**src/rtl/vc_output_allocator.sv**
```systemverilog
`default_nettype none
// ============================================================================
// vc_output_allocator
//   Round-robin switch allocator for one output port; holds the grant from
//   head to tail and muxes the winning VC's flits onto the output link.
//   Optional macro VC_OUTPUT_ALLOC_PKT_CNT_EN adds pkt_cnt_o (tail count).
// Revision: 1.0
// ============================================================================
module vc_output_allocator #(
  parameter int IN_N        = 5,
  parameter int FLIT_DATA_W = 8,
  parameter int FLIT_ID_W   = 2,
  parameter int FLIT_W      = FLIT_DATA_W + FLIT_ID_W,
  parameter int IDX_W       = $clog2(IN_N)
) (
  input  logic                   clk_i,
  input  logic                   rst_i,
  input  logic [IN_N-1:0]        req_i,
  input  logic [IN_N*FLIT_W-1:0] data_i,
  input  logic [IN_N-1:0]        data_vld_i,
  input  logic [IN_N-1:0]        is_tail_i,
  output logic [IN_N-1:0]        granted_o,
  output logic [IN_N-1:0]        vc_rdy_o,
  output logic [FLIT_W-1:0]      data_o,
  output logic                   data_vld_o,
  input  logic                   rdy_i,
  output logic                   busy_o
`ifdef VC_OUTPUT_ALLOC_PKT_CNT_EN
  ,
  output logic [15:0]            pkt_cnt_o
`endif
);

  typedef enum logic [0:0] {
    IDLE  = 1'b0,
    GRANT = 1'b1
  } state_t;

  state_t            state, state_nxt;
  logic [IN_N-1:0]   granted, granted_nxt;
  logic [IDX_W-1:0]  winner, winner_nxt;
  logic [IDX_W-1:0]  prio_ptr, prio_ptr_nxt;
  logic [IDX_W-1:0]  pick;
  logic              pick_vld;
  logic [FLIT_W-1:0] sel_data;
  logic              sel_vld;
  logic              sel_tail;
  logic              xfer;
  logic              tail_xfer;

  // First requester at or after prio_ptr, wrapping modulo IN_N.
  always_comb begin : arbitrate
    int idx;
    pick     = '0;
    pick_vld = 1'b0;
    idx      = 0;
    for (int i = 0; i < IN_N; i++) begin
      idx = int'(prio_ptr) + i;
      if (idx >= IN_N) idx = idx - IN_N;
      if (!pick_vld && req_i[idx]) begin
        pick_vld = 1'b1;
        pick     = IDX_W'(idx);
      end
    end
  end

  // The one-hot grant register doubles as the mux select; all-zero in IDLE.
  always_comb begin : flit_mux
    sel_data = '0;
    sel_vld  = 1'b0;
    sel_tail = 1'b0;
    for (int k = 0; k < IN_N; k++) begin
      if (granted[k]) begin
        sel_data = data_i[k*FLIT_W +: FLIT_W];
        sel_vld  = data_vld_i[k];
        sel_tail = is_tail_i[k];
      end
    end
  end

  assign xfer      = sel_vld & rdy_i;
  assign tail_xfer = xfer & sel_tail;

  always_ff @(posedge clk_i) begin
    if (rst_i) begin
      state    <= IDLE;
      granted  <= '0;
      winner   <= '0;
      prio_ptr <= '0;
    end else begin
      state    <= state_nxt;
      granted  <= granted_nxt;
      winner   <= winner_nxt;
      prio_ptr <= prio_ptr_nxt;
    end
  end

  always_comb begin
    state_nxt    = state;
    granted_nxt  = granted;
    winner_nxt   = winner;
    prio_ptr_nxt = prio_ptr;
    case (state)
      IDLE: begin
        if (pick_vld) begin
          state_nxt   = GRANT;
          winner_nxt  = pick;
          granted_nxt = IN_N'(1) << pick;
        end
      end
      GRANT: begin
        // Only a transferred tail releases; req_i is ignored here.
        if (tail_xfer) begin
          state_nxt    = IDLE;
          granted_nxt  = '0;
          prio_ptr_nxt = (winner == IDX_W'(IN_N - 1)) ? '0 : winner + 1'b1;
        end
      end
      default: begin
        state_nxt   = IDLE;
        granted_nxt = '0;
      end
    endcase
  end

  assign granted_o  = granted;
  assign vc_rdy_o   = granted & {IN_N{rdy_i}};
  assign data_vld_o = sel_vld;
  assign data_o     = sel_vld ? sel_data : '0;
  assign busy_o     = (state == GRANT);

`ifdef VC_OUTPUT_ALLOC_PKT_CNT_EN
  logic [15:0] pkt_cnt;

  always_ff @(posedge clk_i) begin
    if (rst_i) begin
      pkt_cnt <= '0;
    end else if (tail_xfer && (pkt_cnt != 16'hFFFF)) begin
      pkt_cnt <= pkt_cnt + 16'd1;
    end
  end

  assign pkt_cnt_o = pkt_cnt;
`endif

endmodule

`default_nettype wire

```
**config.mk**
```make
export PLATFORM = sky130hd
export DESIGN_NAME = vc_output_allocator
export DESIGN_NICKNAME = d
export VERILOG_FILES = /design/src/rtl/vc_output_allocator.sv
export SDC_FILE = /design/constraint.sdc
export NUM_CORES = 1
export LEC_CHECK = 0
export BUFFER_PORTS_ARGS = -buffer_cell sky130_fd_sc_hd__clkbuf_2
export CORE_MARGIN = 2
export CORE_UTILIZATION = 45
export DETAILED_ROUTE_END_ITERATION = 16
export PLACE_DENSITY = 0.85
export SLEW_MARGIN = 20
export SYNTH_ARGS = -nofsm -noshare
export SYNTH_HDL_FRONTEND = slang
export SYNTH_SLANG_ARGS = --single-unit
```
**constraint.sdc**
```tcl
create_clock -name clk_i -period 3.25 [get_ports clk_i]
set_clock_uncertainty 0.05 [all_clocks]
set_input_delay 0.65 -clock clk_i [delete_from_list [all_inputs] [get_ports clk_i]]
set_output_delay 0.65 -clock clk_i [all_outputs]
set_load 0.02 [all_outputs]
```
==> results by stage, run 1 <==
Status:
- The run finished with clean final reports.

STA:
- The headroom to the max-slew limit is 0.641.
- The highest clock frequency the design can meet is 0.319 GHz.
- The final number of max-transition violations is 0.
- For the pin with the worst max-slew slack, the measured transition is between 0.5 and 0.6 ns.
- The routed design could run at a clock period as short as 3.14 ns.
- Setup violations remaining at the end of the flow were counted as 0.
- The hold violation count in the final report is 0.
- The portion of the clock cycle consumed by the worst path in the final layout is 0.966.

Clocking:
- In this run the number of H-tree levels came out at 1.
- The cell chosen for the clock root is clkbuf_8.
- The clock tree from TritonCTS is built.
- TritonCTS created 3 clock buffers.
- The clock sink total is 12.
- Counting along the longest clock path gives a buffer depth of 2.
- The clock transition at the registers of the reported paths is approximately 0.060 ns.
- The clock insertion delay at the later pin of the skew report is 0.25 ns.

Worst hold path:
- The class of the worst hold path is reg2reg.

Routing:
- The count of antenna-violating nets left after detailed routing is 0.
- Dividing the detail-routed via count by the number of cells gives 5.78.
- The total detailed-routing wirelength is between 7 and 8 mm.
- After detailed routing, the number of remaining DRC violations is 0.
- In this run, the number of DRC markers left after iteration 0 of detailed routing was ~150.
- In the final routed layout, each cell accounts on average for roughly 15 um.
- The via count is 2798.
- The first-pass iteration count of the detailed router is 5.

Global route:
- After global routing the overflow that remains totals 0.
- The global-route wire length before repair is roughly 11 mm.
- Entering global routing, the biggest net connects 40 pins.
- The global-route usage over all layers is 0.238.
- The number of antenna violations at the first check in global routing came to 0.
- The via count of the first global-routing pass is 2352.

Floorplanning:
- The die outline area is 0.00573 mm2.
- The number of standard-cell rows in the floorplan is 26.
- In this run the count of I/O pins placed on the die edge is 90.
- The die span in y is roughly 76 um.
- The placeable core region is a little over 0.005 mm2.
- The starting density of the core is 0.459.
- The horizontal die dimension is 75.7 um.

Final layout:
- The number of inserted diodes is 0.
- In the final layout, the share of cells above drive strength 1 is 0.341.
- Compared with the post-synthesis result, the final layout area differs by 29.6%.
- The final layout contains 498 nets.
- Once layout is done, the placed cells without fillers occupy roughly 0.0030 mm2.

Critical path:
- Data on the critical path arrives at its endpoint at between 3 and 4 ns.
- The worst setup path is launched from a register.
- For the worst setup path, the data required time is between 3 and 4 ns.
- Along the worst path, the maximum fanout reaches 10.
- The endpoint class of the critical path is a register.
- The category of the critical setup timing path is reg2reg.

Synthesis:
- After technology mapping, the gate count stands at about 320.
- In the post-synthesis netlist, the biggest area contributors are dfxtp_1 (10%), ha_1 (8.1%), nor2_1 (7.5%), a21oi_1 (5.8%), a211oi_1 (4.5%).
- The number of nets produced by synthesis is roughly 410.
- The synthesized flop and latch total is 12.
- nor2_1 is the most common cell in the netlist.
- The number of enable-type register cells in the synthesized netlist is 0.
- Of the post-synthesis cell area, the dominant cell type holds 0.104.
- Of the synthesized area, sequential elements account for 0.104.
- The post-synthesis instance area is roughly 0.0023 mm2.
- The number of different library cells used by synthesis comes to 75.
- In this run the mean area of a mapped cell was 7.19 um2.
- The most used flip-flop cell after synthesis is dfxtp_1.
- By count the netlist is led by nor2_1 (46), a21oi_1 (27), nor3_1 (16).
- The yosys synthesis warning count is 0.
- The top cell type by total area after synthesis is dfxtp_1.
- In the synthesized netlist the async set-or-reset flop fraction comes to 0.

Flow run:
- The max-cap violation count is 0.

Place:
- After detailed placement, the total cell area comes to 0.00291 mm2.
- The final RePlAce weighted congestion is roughly 0.88.
- The HPWL reported at the end of detailed placement is approximately 5.8 mm.
- The count of buffers added on input and output ports is between 80 and 90.

Pwr:
- IR analysis of the VDD net gives a maximum drop of ~100 uV.
- Power spread over the standard cell area amounts to between 200 and 250 mW/mm2.
- The power consumption is about 0.65 mW.
- The static leakage power is ~1.4 nW.
## power by group
group          internal, mW  switching [mW]
clock                 0.107          0.0617
sequential            0.155          0.0111
combinational         0.140           0.176
## per-layer routing
| layer | share of wire | track usage |
|---|---|---|
| met2 | 0.49 | 0.392 |
| met5 | 0 | 0 |
| met3 | 0.052 | 0.0172 |
| met1 | 0.45 | 0.333 |
| met4 | 0.010 | 0.0721 |
## cell usage in the layout (no fill, tap or decap), types with 4 or more instances in the layout
cell	synthesis	routed
mux2i_1	6	6
dfxtp_1	12	10
nand2b_1	10	10
ha_1	15	13
o21ai_0	12	10
clkbuf_8	0	4
inv_1	15	15
a32o_1	4	4
nand2_1	15	15
xnor2_1	4	4
nor2_1	46	46
and2_1	7	6
nor2b_1	9	9
buf_4	3	18
a21oi_1	27	27
nor3_1	16	16
a211oi_1	14	14
a22oi_1	10	10
or3_1	4	4
clkbuf_2	0	89
## area by class of cell
class | count | area (um2)
tap | 70 | 87.6
inverter | 16 | 60.1
clock buffer | 4 | 55.1
fill | 476 | 2040
timing repair buffer | 108 | 601
sequential | 12 | 243
multi-input combinational | 274 | 1950
## timing repair
| action | 4_1_cts | 5_1_grt |
|---|---|---|
| resized for setup | 0 | 8 |
| buffers inserted | 0 | 1 |
| hold buffers | 0 | 0 |
| endpoints found under the setup margin | 0 | 8 |
## logic make-up after synthesis
| group | count (synthesis) | synth area share |
|---|---|---|
| buf+inv | 36 | 0.0708 |
| fa+ha+maj | 15 | 0.0811 |
| xor+xnor | 6 | 0.0227 |
| mux | 12 | 0.0649 |
| compound gates | 115 | 0.364 |
| simple gates | 126 | 0.292 |
| flops | 12 | 0.104 |
## flip-flops by register name, summed over array words and instances (netlist names)
register   count
prio_ptr       3
busy_o         1
granted_o      5
winner         3
## worst paths after layout
check | from | endpoint | slack [ns] | cells after the start
setup / recovery | prio_ptr[1]$_SDFFE_PP0P_ | granted_o[3]$_SDFFE_PP0P_ | 0.11 | 11
setup reg to reg | prio_ptr[1]$_SDFFE_PP0P_ | granted_o[3]$_SDFFE_PP0P_ | 0.11 | 11
hold / removal | winner[2]$_SDFFE_PP0P_ | winner[2]$_SDFFE_PP0P_ | 0.45 | 2
hold reg to reg | winner[2]$_SDFFE_PP0P_ | winner[2]$_SDFFE_PP0P_ | 0.45 | 2
## critical path: stages, from the launching register on
cell and delay [ns]:
dfxtp_1 0.32, buf_4 0.17, ha_1 0.29, buf_4 0.20, nor3b_1 0.32, a21boi_4 0.28, o21ai_0 0.14, mux2_2 0.30
o22a_1 0.20, o221a_2 0.28, o22a_1 0.21, a32o_1 0.26
## metrics by stage
stage                     setup TNS (ns)  setup WS, ns  cells  utilization  hold slack [ns]
after CTS                              0        0.0354    483        0.589            0.452
after global placement                 0         0.223    479        0.578            0.432
after floorplan                        0        0.0164    322            -            0.413
after detailed placement               0        0.0437    479        0.578            0.442
final                                  0         0.110    484        0.595            0.448
after global routing              -0.136       -0.0398    484        0.595            0.503
(Power assumes the default switching activity.)
==> run 2: changes to the inputs <==
--- a/config.mk
+++ b/config.mk
@@ -6,6 +6,7 @@
 export NUM_CORES = 1
 export LEC_CHECK = 0
 export BUFFER_PORTS_ARGS = -buffer_cell sky130_fd_sc_hd__clkbuf_2
+export CORE_ASPECT_RATIO = 0.75
 export CORE_MARGIN = 2
 export CORE_UTILIZATION = 45
 export DETAILED_ROUTE_END_ITERATION = 16
==> run 2 against run 1 <==
Compared with the run above: die area grew 0.10%; flip-flop and latch count is the same; wire length grew 7.9%; clock power shrank 3%; critical path depth grew 1; largest power group unchanged; setup slack lost 0.039 ns; sequential share of layout area is essentially flat; global-route usage grew 2.6 points; non-clock buffer count shrank 3; critical path type unchanged; register-to-register slack lost 0.04 ns; first-iteration DRC count grew 48%.
==> results by stage, run 2 (same netlist as run 1, synthesis figures left out) <==
Global route:
- The via count of the first global-routing pass came to 2593 (+10%).
- The global-route usage over all layers is 0.264 (+0.0262).
- The number of antenna violations at the first check in global routing was 0 (unchanged).
- The largest net degree at the start of global routing came to 25 (-38%).
- The total grt overflow came to 0 (unchanged).
- The global-route wire length before repair is 12.2 mm (+14%).

Clocking:
- The deepest level of the CTS H-tree is 1 (unchanged).
- The number of hold buffers added after CTS is 0 (unchanged).
- The number of buffers between clock root and the deepest sink was 2 (unchanged).
- The clock insertion delay at the later pin of the skew report is 0.24 ns (about the same).
- TritonCTS built the clock tree.
- The cell chosen for the clock root is clkbuf_8.
- The clock sink total is 12 (unchanged).
- The total clock buffers created by CTS is 3 (unchanged).
- The clock transition at the registers of the reported paths was 0.05 ns (about the same).

STA:
- Setup repair after global routing could not meet its margin everywhere.
- The post-route worst hold slack is 0.449 ns (+0.000643 ns).
- The final critical-path setup slack is 0.0714 ns (-0.0391 ns).
- The time the worst path needs with I/O delays and setup was 3.18 ns (+0.0391 ns).
- The hold violation count in the final report was 0 (unchanged).
- The worst-margin pin slew came to 0.486 ns (-0.0497 ns).
- The highest clock frequency the design can meet came to 0.315 GHz (-1.2%).
- The headroom to the max-slew limit was 0.676 (+0.0349).
- The final number of max-transition violations came to 0 (unchanged).
- The setup-violating endpoint count in the final report is 0 (unchanged).
- The portion of the clock cycle consumed by the worst path in the final layout is 0.978 (+0.0120).

Floorplanning:
- The starting density of the core came to 0.470 (+0.0107).
- The die outline area is 0.00574 mm2 (+0.10%).
- The number of primary I/O pins was 90 (unchanged).
- The placeable core region is 0.00493 mm2 (-2.3%).
- The die span in y was 66.1 um (-13%).
- The horizontal die dimension is 86.8 um (+15%).
- The number of standard-cell rows in the floorplan was 22 (-15%).

Routing:
- The first-pass iteration count of the detailed router is 5 (unchanged).
- The total detailed-routing wirelength was 7.85 mm (+7.9%).
- The number of DRC violations after detailed-routing iteration 0 is 224 (+48%).
- The wire length per cell after detailed routing came to 16.7 um (+11%).
- The via count is 2857 (+2.1%).
- The count of antenna-violating nets left after detailed routing is 0 (unchanged).
- The post-detailed-route via-to-cell ratio is 6.07 (+4.9%).
- The number of DRC violations after detailed routing came to 0 (unchanged).

Final layout:
- The commonest non-fill, non-tap cell in the layout is clkbuf_2.
- Leaving out fill and tap cells, the most frequent cells in the layout are clkbuf_2 (89), nor2_1 (46), a21oi_1 (26).
- The final layout net count came to 495 (-0.60%).
- The number of flip-flops in the largest register was 5 (unchanged).
- Relative to the synthesized area, the layout overhead comes to 29.4%.
- The number of inserted diodes is 0 (unchanged).
- The share of final-layout standard cells stronger than drive strength 1 is 0.350 (+0.00979).
- The utilization after layout is 0.608 (+0.0131).

Critical path:
- The arrival time of the worst setup path was 3.26 ns (+0.03 ns).
- The endpoint required time on the critical path is 3.34 ns (about the same).
- The endpoint class of the critical path is a register.
- By startpoint and endpoint, the worst setup path is classified as reg2reg.
- The largest fanout of any net on the critical path is 10 (unchanged).
- STA classifies the critical path startpoint as a register.

Pwr:
- The power density over cell area is 220 mW/mm2 (+1.1%).
- The maximum vdd ir drop is 277 uV (+180%).
- The static leakage power is 1.34 nW (-0.76%).
- The power consumption came to 0.658 mW (+0.96%).

Place:
- The final RePlAce weighted congestion is 0.956 (+8.1%).
- The post-placement setup slack was 0.0779 ns (+0.0342 ns).
- The number of port buffers is 89 (unchanged).
- The HPWL reported at the end of detailed placement is 6.21 mm (+7.6%).

Status:
- The run finished with clean final reports.

Flow run:
- The max-cap violation count came to 0 (unchanged).

Worst hold path:
- The path class of the tightest hold or removal check is reg2reg.
run 2: cell types whose count changed in the layout (fill, tap and decap cells not counted), sizes merged:
cell / delta
buf: -3
run 2: metal layers:
layer | up-vias | part of all wire | track usage
met4 | 0 | 0.0093 | 0.0469
met1 | 1320 | 0.45 | 0.394
met5 | - | 0 | 0
met2 | 137 | 0.46 | 0.397
li1 | 1388 | - | -
met3 | 12 | 0.078 | 0.0462
run 2: worst max-delay path: stages (launching register included):
cell and delay (ns):
dfxtp_1 0.31, inv_1 0.19, ha_1 0.20, inv_1 0.05
ha_2 0.44, inv_1 0.08, o21ai_0 0.24, a21boi_0 0.18
o211ai_1 0.37, o21a_1 0.27, nand2_1 0.16, o22a_1 0.29
a32o_1 0.26
run 2: layout make-up:
class                           instances  area [um2]
Multi-Input combinational cell        274        1990
Fill cell                             442        1930
Timing Repair Buffer                  105         569
Sequential cell                        12         241
Tap cell                               60        75.1
Inverter                               16        60.1
Clock buffer                            4        55.1
run 2: metrics by stage:
| stage | area, um2 | std cells | setup TNS [ns] |
|---|---|---|---|
| 2_1_floorplan | 2340 | 322 | 0 |
| 3_3_place_gp | 2870 | 466 | 0 |
| 3_5_place_dp | 2870 | 466 | 0 |
| 4_1_cts | 2920 | 470 | 0 |
| 5_1_grt | 3000 | 471 | -0.0488 |
| 6_report | 3000 | 471 | 0 |
run 2: final timing paths:
check,start,endpoint,slack [ns],cells after the start
max,prio_ptr[1]$_SDFFE_PP0P_,granted_o[3]$_SDFFE_PP0P_,0.07,12
min,winner[2]$_SDFFE_PP0P_,winner[2]$_SDFFE_PP0P_,0.45,2
max reg2reg,prio_ptr[1]$_SDFFE_PP0P_,granted_o[3]$_SDFFE_PP0P_,0.07,12
min reg2reg,winner[2]$_SDFFE_PP0P_,winner[2]$_SDFFE_PP0P_,0.45,2
run 2: where the power goes:
group	internal [mW]	total, mW	switching [mW]
sequential	0.155	0.168	0.0127
clock	0.107	0.164	0.0568
combinational	0.138	0.326	0.188
total	0.401	0.658	0.258
run 2: repair_timing:
| item | in CTS | in global routing |
|---|---|---|
| endpoints found under the setup margin | 0 | 16 |
| setup buffers | 0 | 1 |
| resized for setup | 0 | 16 |
==> run 3: changes to the inputs <==
--- a/config.mk
+++ b/config.mk
@@ -8,9 +8,9 @@
 export BUFFER_PORTS_ARGS = -buffer_cell sky130_fd_sc_hd__clkbuf_2
 export CORE_ASPECT_RATIO = 0.75
 export CORE_MARGIN = 2
-export CORE_UTILIZATION = 45
+export CORE_UTILIZATION = 50
 export DETAILED_ROUTE_END_ITERATION = 16
-export PLACE_DENSITY = 0.85
+export PLACE_DENSITY = 0.89
 export SLEW_MARGIN = 20
 export SYNTH_ARGS = -nofsm -noshare
 export SYNTH_HDL_FRONTEND = slang
==> constraint.sdc (replaced) <==
create_clock -name clk_i -period 3.2 [get_ports clk_i]
set_clock_uncertainty 0.05 [all_clocks]
set_input_delay 0.64 -clock clk_i [delete_from_list [all_inputs] [get_ports clk_i]]
set_output_delay 0.64 -clock clk_i [all_outputs]
set_load 0.02 [all_outputs]
==> run 3 against run 2 <==
Compared with the run above: the flow now finishes with violations (negative setup slack); flip-flop and latch count unchanged; sequential share of layout area fell by 0.19 points; sequential power hardly changed; setup slack got worse by 0.10 ns; cell count stayed put; die area is 9.5% lower; power rose by 2.4%; first-iteration DRC count is 55% higher; critical endpoint is now granted_o[1]$_SDFFE_PP0P_; largest power group unchanged.
==> results by stage, run 3 (same netlist as run 1, synthesis figures left out) <==
Clocking:
- The clock transition at the registers of the reported paths is 0.06 ns (about the same).
- The number of hold buffers added after CTS is 0 (unchanged).
- The clock insertion delay at the later pin of the skew report is 0.25 ns (about the same).
- The cell chosen for the clock root is clkbuf_8.
- The deepest level of the CTS H-tree is 1 (unchanged).
- The clock tree from TritonCTS is built.
- The clock sink total came to 12 (unchanged).
- The total clock buffers created by CTS is 3 (unchanged).
- The number of buffers between clock root and the deepest sink is 2 (unchanged).

Routing:
- The via count came to 2966 (+3.8%).
- The number of DRC violations after detailed-routing iteration 0 was 347 (+55%).
- The first-pass iteration count of the detailed router is 7 (+2).
- The wire length per cell after detailed routing is 16.7 um (+0.38%).
- The count of antenna-violating nets left after detailed routing is 0 (unchanged).
- The number of DRC violations after detailed routing was 0 (unchanged).
- The total detailed-routing wirelength came to 7.88 mm (+0.38%).
- The post-detailed-route via-to-cell ratio is 6.30 (+3.8%).

Global route:
- The total grt overflow is 0 (unchanged).
- The global-route usage over all layers is 0.284 (+0.0200).
- The number of antenna violations at the first check in global routing is 0 (unchanged).
- The most heavily used metal layer in global routing is met1.
- The global routing met3 resource utilization was 0.0520 (+0.00583).
- The met1 usage came to 0.441 (+0.0464).
- The via count of the first global-routing pass is 2535 (-2.2%).
- The global-route wire length before repair is 11.9 mm (-2.7%).
- The largest net degree at the start of global routing came to 23 (-8.0%).
- The met2 usage in global routing is 0.404 (+0.00729).

Flow run:
- The max-cap violation count is 0 (unchanged).

STA:
- The final number of max-transition violations is 0 (unchanged).
- The final critical-path setup slack was -0.0305 ns (-0.102 ns).
- The worst-margin pin slew came to 0.644 ns (+0.158 ns).
- The hold violation count in the final report was 0 (unchanged).
- The setup-violating endpoint count in the final report is 4 (+4).
- The portion of the clock cycle consumed by the worst path in the final layout was 1.01 (+0.0315).
- The headroom to the max-slew limit came to 0.567 (-0.109).
- The time the worst path needs with I/O delays and setup is 3.23 ns (+0.0519 ns).
- The highest clock frequency the design can meet was 0.310 GHz (-1.6%).

Floorplanning:
- The horizontal die dimension is 82.6 um (-4.9%).
- The die span in y is 62.9 um (-4.8%).
- The die outline area came to 0.00520 mm2 (-9.5%).
- The starting density of the core came to 0.518 (+0.0484).
- The number of primary I/O pins is 90 (unchanged).
- The number of standard-cell rows in the floorplan is 21 (-4.5%).
- The placeable core region is 0.00447 mm2 (-9.3%).

Place:
- The number of port buffers was 89 (unchanged).
- The HPWL reported at the end of detailed placement is 5.85 mm (-5.7%).
- The final RePlAce weighted congestion came to 0.945 (-1.2%).
- The post-placement setup slack came to -0.142 ns (-0.220 ns).

Final layout:
- The number of inserted filler cells in the final layout was 380 (-14%).
- The number of flip-flops in the largest register is 5 (unchanged).
- The library cells used most frequently in the layout, excluding fill and tap cells, are clkbuf_2 (89), nor2_1 (46), a21oi_1 (26).
- The utilization after layout was 0.687 (+0.0789).
- The number of inserted diodes is 0 (unchanged).
- The share of final-layout standard cells stronger than drive strength 1 is 0.370 (+0.0192).
- The commonest non-fill, non-tap cell in the layout is clkbuf_2.
- The final layout net count is 498 (+0.61%).
- The growth of design area from synthesis to finish is 32.5%.

Worst hold path:
- The path class of the tightest hold or removal check is reg2reg.

Pwr:
- The sequential power share is 0.248 (-0.007).
- The maximum vdd ir drop is 206 uV (-26%).
- The internal power summed over all cells is 0.414 mW (+3.2%).
- The portion of total power attributed to combinational logic is 0.498 (+0.002).
- The switching component of the power is 0.261 mW (+1.2%).
- The power density over cell area is 220 mW/mm2 (about the same).
- The static leakage power is 1.36 nW (+1.5%).
- The clock network power share was 0.254 (+0.005).
- The net switching fraction of the power was 0.387 (-0.00464).

Critical path:
- The worst setup path is launched from a register.
- The endpoint required time on the critical path came to 3.29 ns (-0.05 ns).
- The worst setup path is captured at a register.
- The arrival time of the worst setup path is 3.32 ns (+0.06 ns).
- The largest fanout of any net on the critical path came to 9 (-1).
- The setup path with the least slack is of type reg2reg.

Status:
- The run finished, with violations left.
- The checks that failed: negative setup slack.
run 3: cell types whose count changed in the layout (fill, tap and decap cells not counted), moves of 2 or more:
| cell | change |
|---|---|
| buf_4 | +4 |
| a311oi_1 | -2 |
| a311oi_2 | +2 |
| ha_1 | -2 |
run 3: worst paths after layout:
check             depth (start not counted)  slack (ns)                     start                        end
setup / recovery                         11       -0.03  prio_ptr[1]$_SDFFE_PP0P_  granted_o[1]$_SDFFE_PP0P_
hold / removal                            2        0.46    winner[2]$_SDFFE_PP0P_     winner[2]$_SDFFE_PP0P_
setup reg to reg                         11       -0.03  prio_ptr[1]$_SDFFE_PP0P_  granted_o[1]$_SDFFE_PP0P_
hold reg to reg                           2        0.46    winner[2]$_SDFFE_PP0P_     winner[2]$_SDFFE_PP0P_
run 3: power groups by stage:
| stage | Combinational [mW] | Clock (mW) | Sequential (mW) |
|---|---|---|---|
| after detailed placement | 0.310 | 0 | 0.170 |
| after CTS | 0.313 | 0.171 | 0.167 |
| after floorplan | 0.200 | 0 | 0.174 |
| after global placement | 0.303 | 0 | 0.169 |
| final | 0.336 | 0.171 | 0.167 |
| after global routing | 0.364 | 0.180 | 0.169 |
run 3: what timing repair did:
item / CTS / global route
pin swaps: 0 / 4
buffers inserted: 0 / 1
gates resized for setup: 2 / 22
setup endpoints to repair: 5 / 7
hold endpoints to repair: 0 / 0
run 3: area by class of cell:
cell class | instances | area [um2] | share of cell area
sequential | 12 | 241 | 0.0787
inverter | 16 | 62.6 | 0.0204
clock buffer | 4 | 55.1 | 0.0179
tap | 57 | 71.3 | 0.0232
timing repair buffer | 108 | 588 | 0.192
multi-input combinational | 274 | 2050 | 0.668
run 3: through the flow:
stage	cell area (um2)	power [mW]	hold slack (ns)	std cells	setup TNS, ns
after detailed placement	2890	0.480	0.458	466	-0.641
final	3070	0.674	0.462	471	-0.0908
after global routing	3070	0.713	0.490	471	-0.574
after floorplan	2350	0.374	0.413	322	0
after CTS	2950	0.651	0.466	470	0
after global placement	2890	0.472	0.437	466	-0.0351
run 3: critical path, cell delays in order, from the launching register on:
cell	delay [ns]
dfxtp_1	0.38
inv_1	0.15
ha_4	0.36
buf_4	0.16
nand2b_1	0.09
a2111oi_0	0.55
nor3_1	0.09
mux2_2	0.31
o22a_1	0.20
o221a_2	0.29
o22a_1	0.22
a32o_1	0.27
run 3: layer usage:
layer,wire (um),part of all wire
met5,0,0
met4,74,0.0094
met3,675,0.086
met2,3570,0.45
met1,3560,0.45
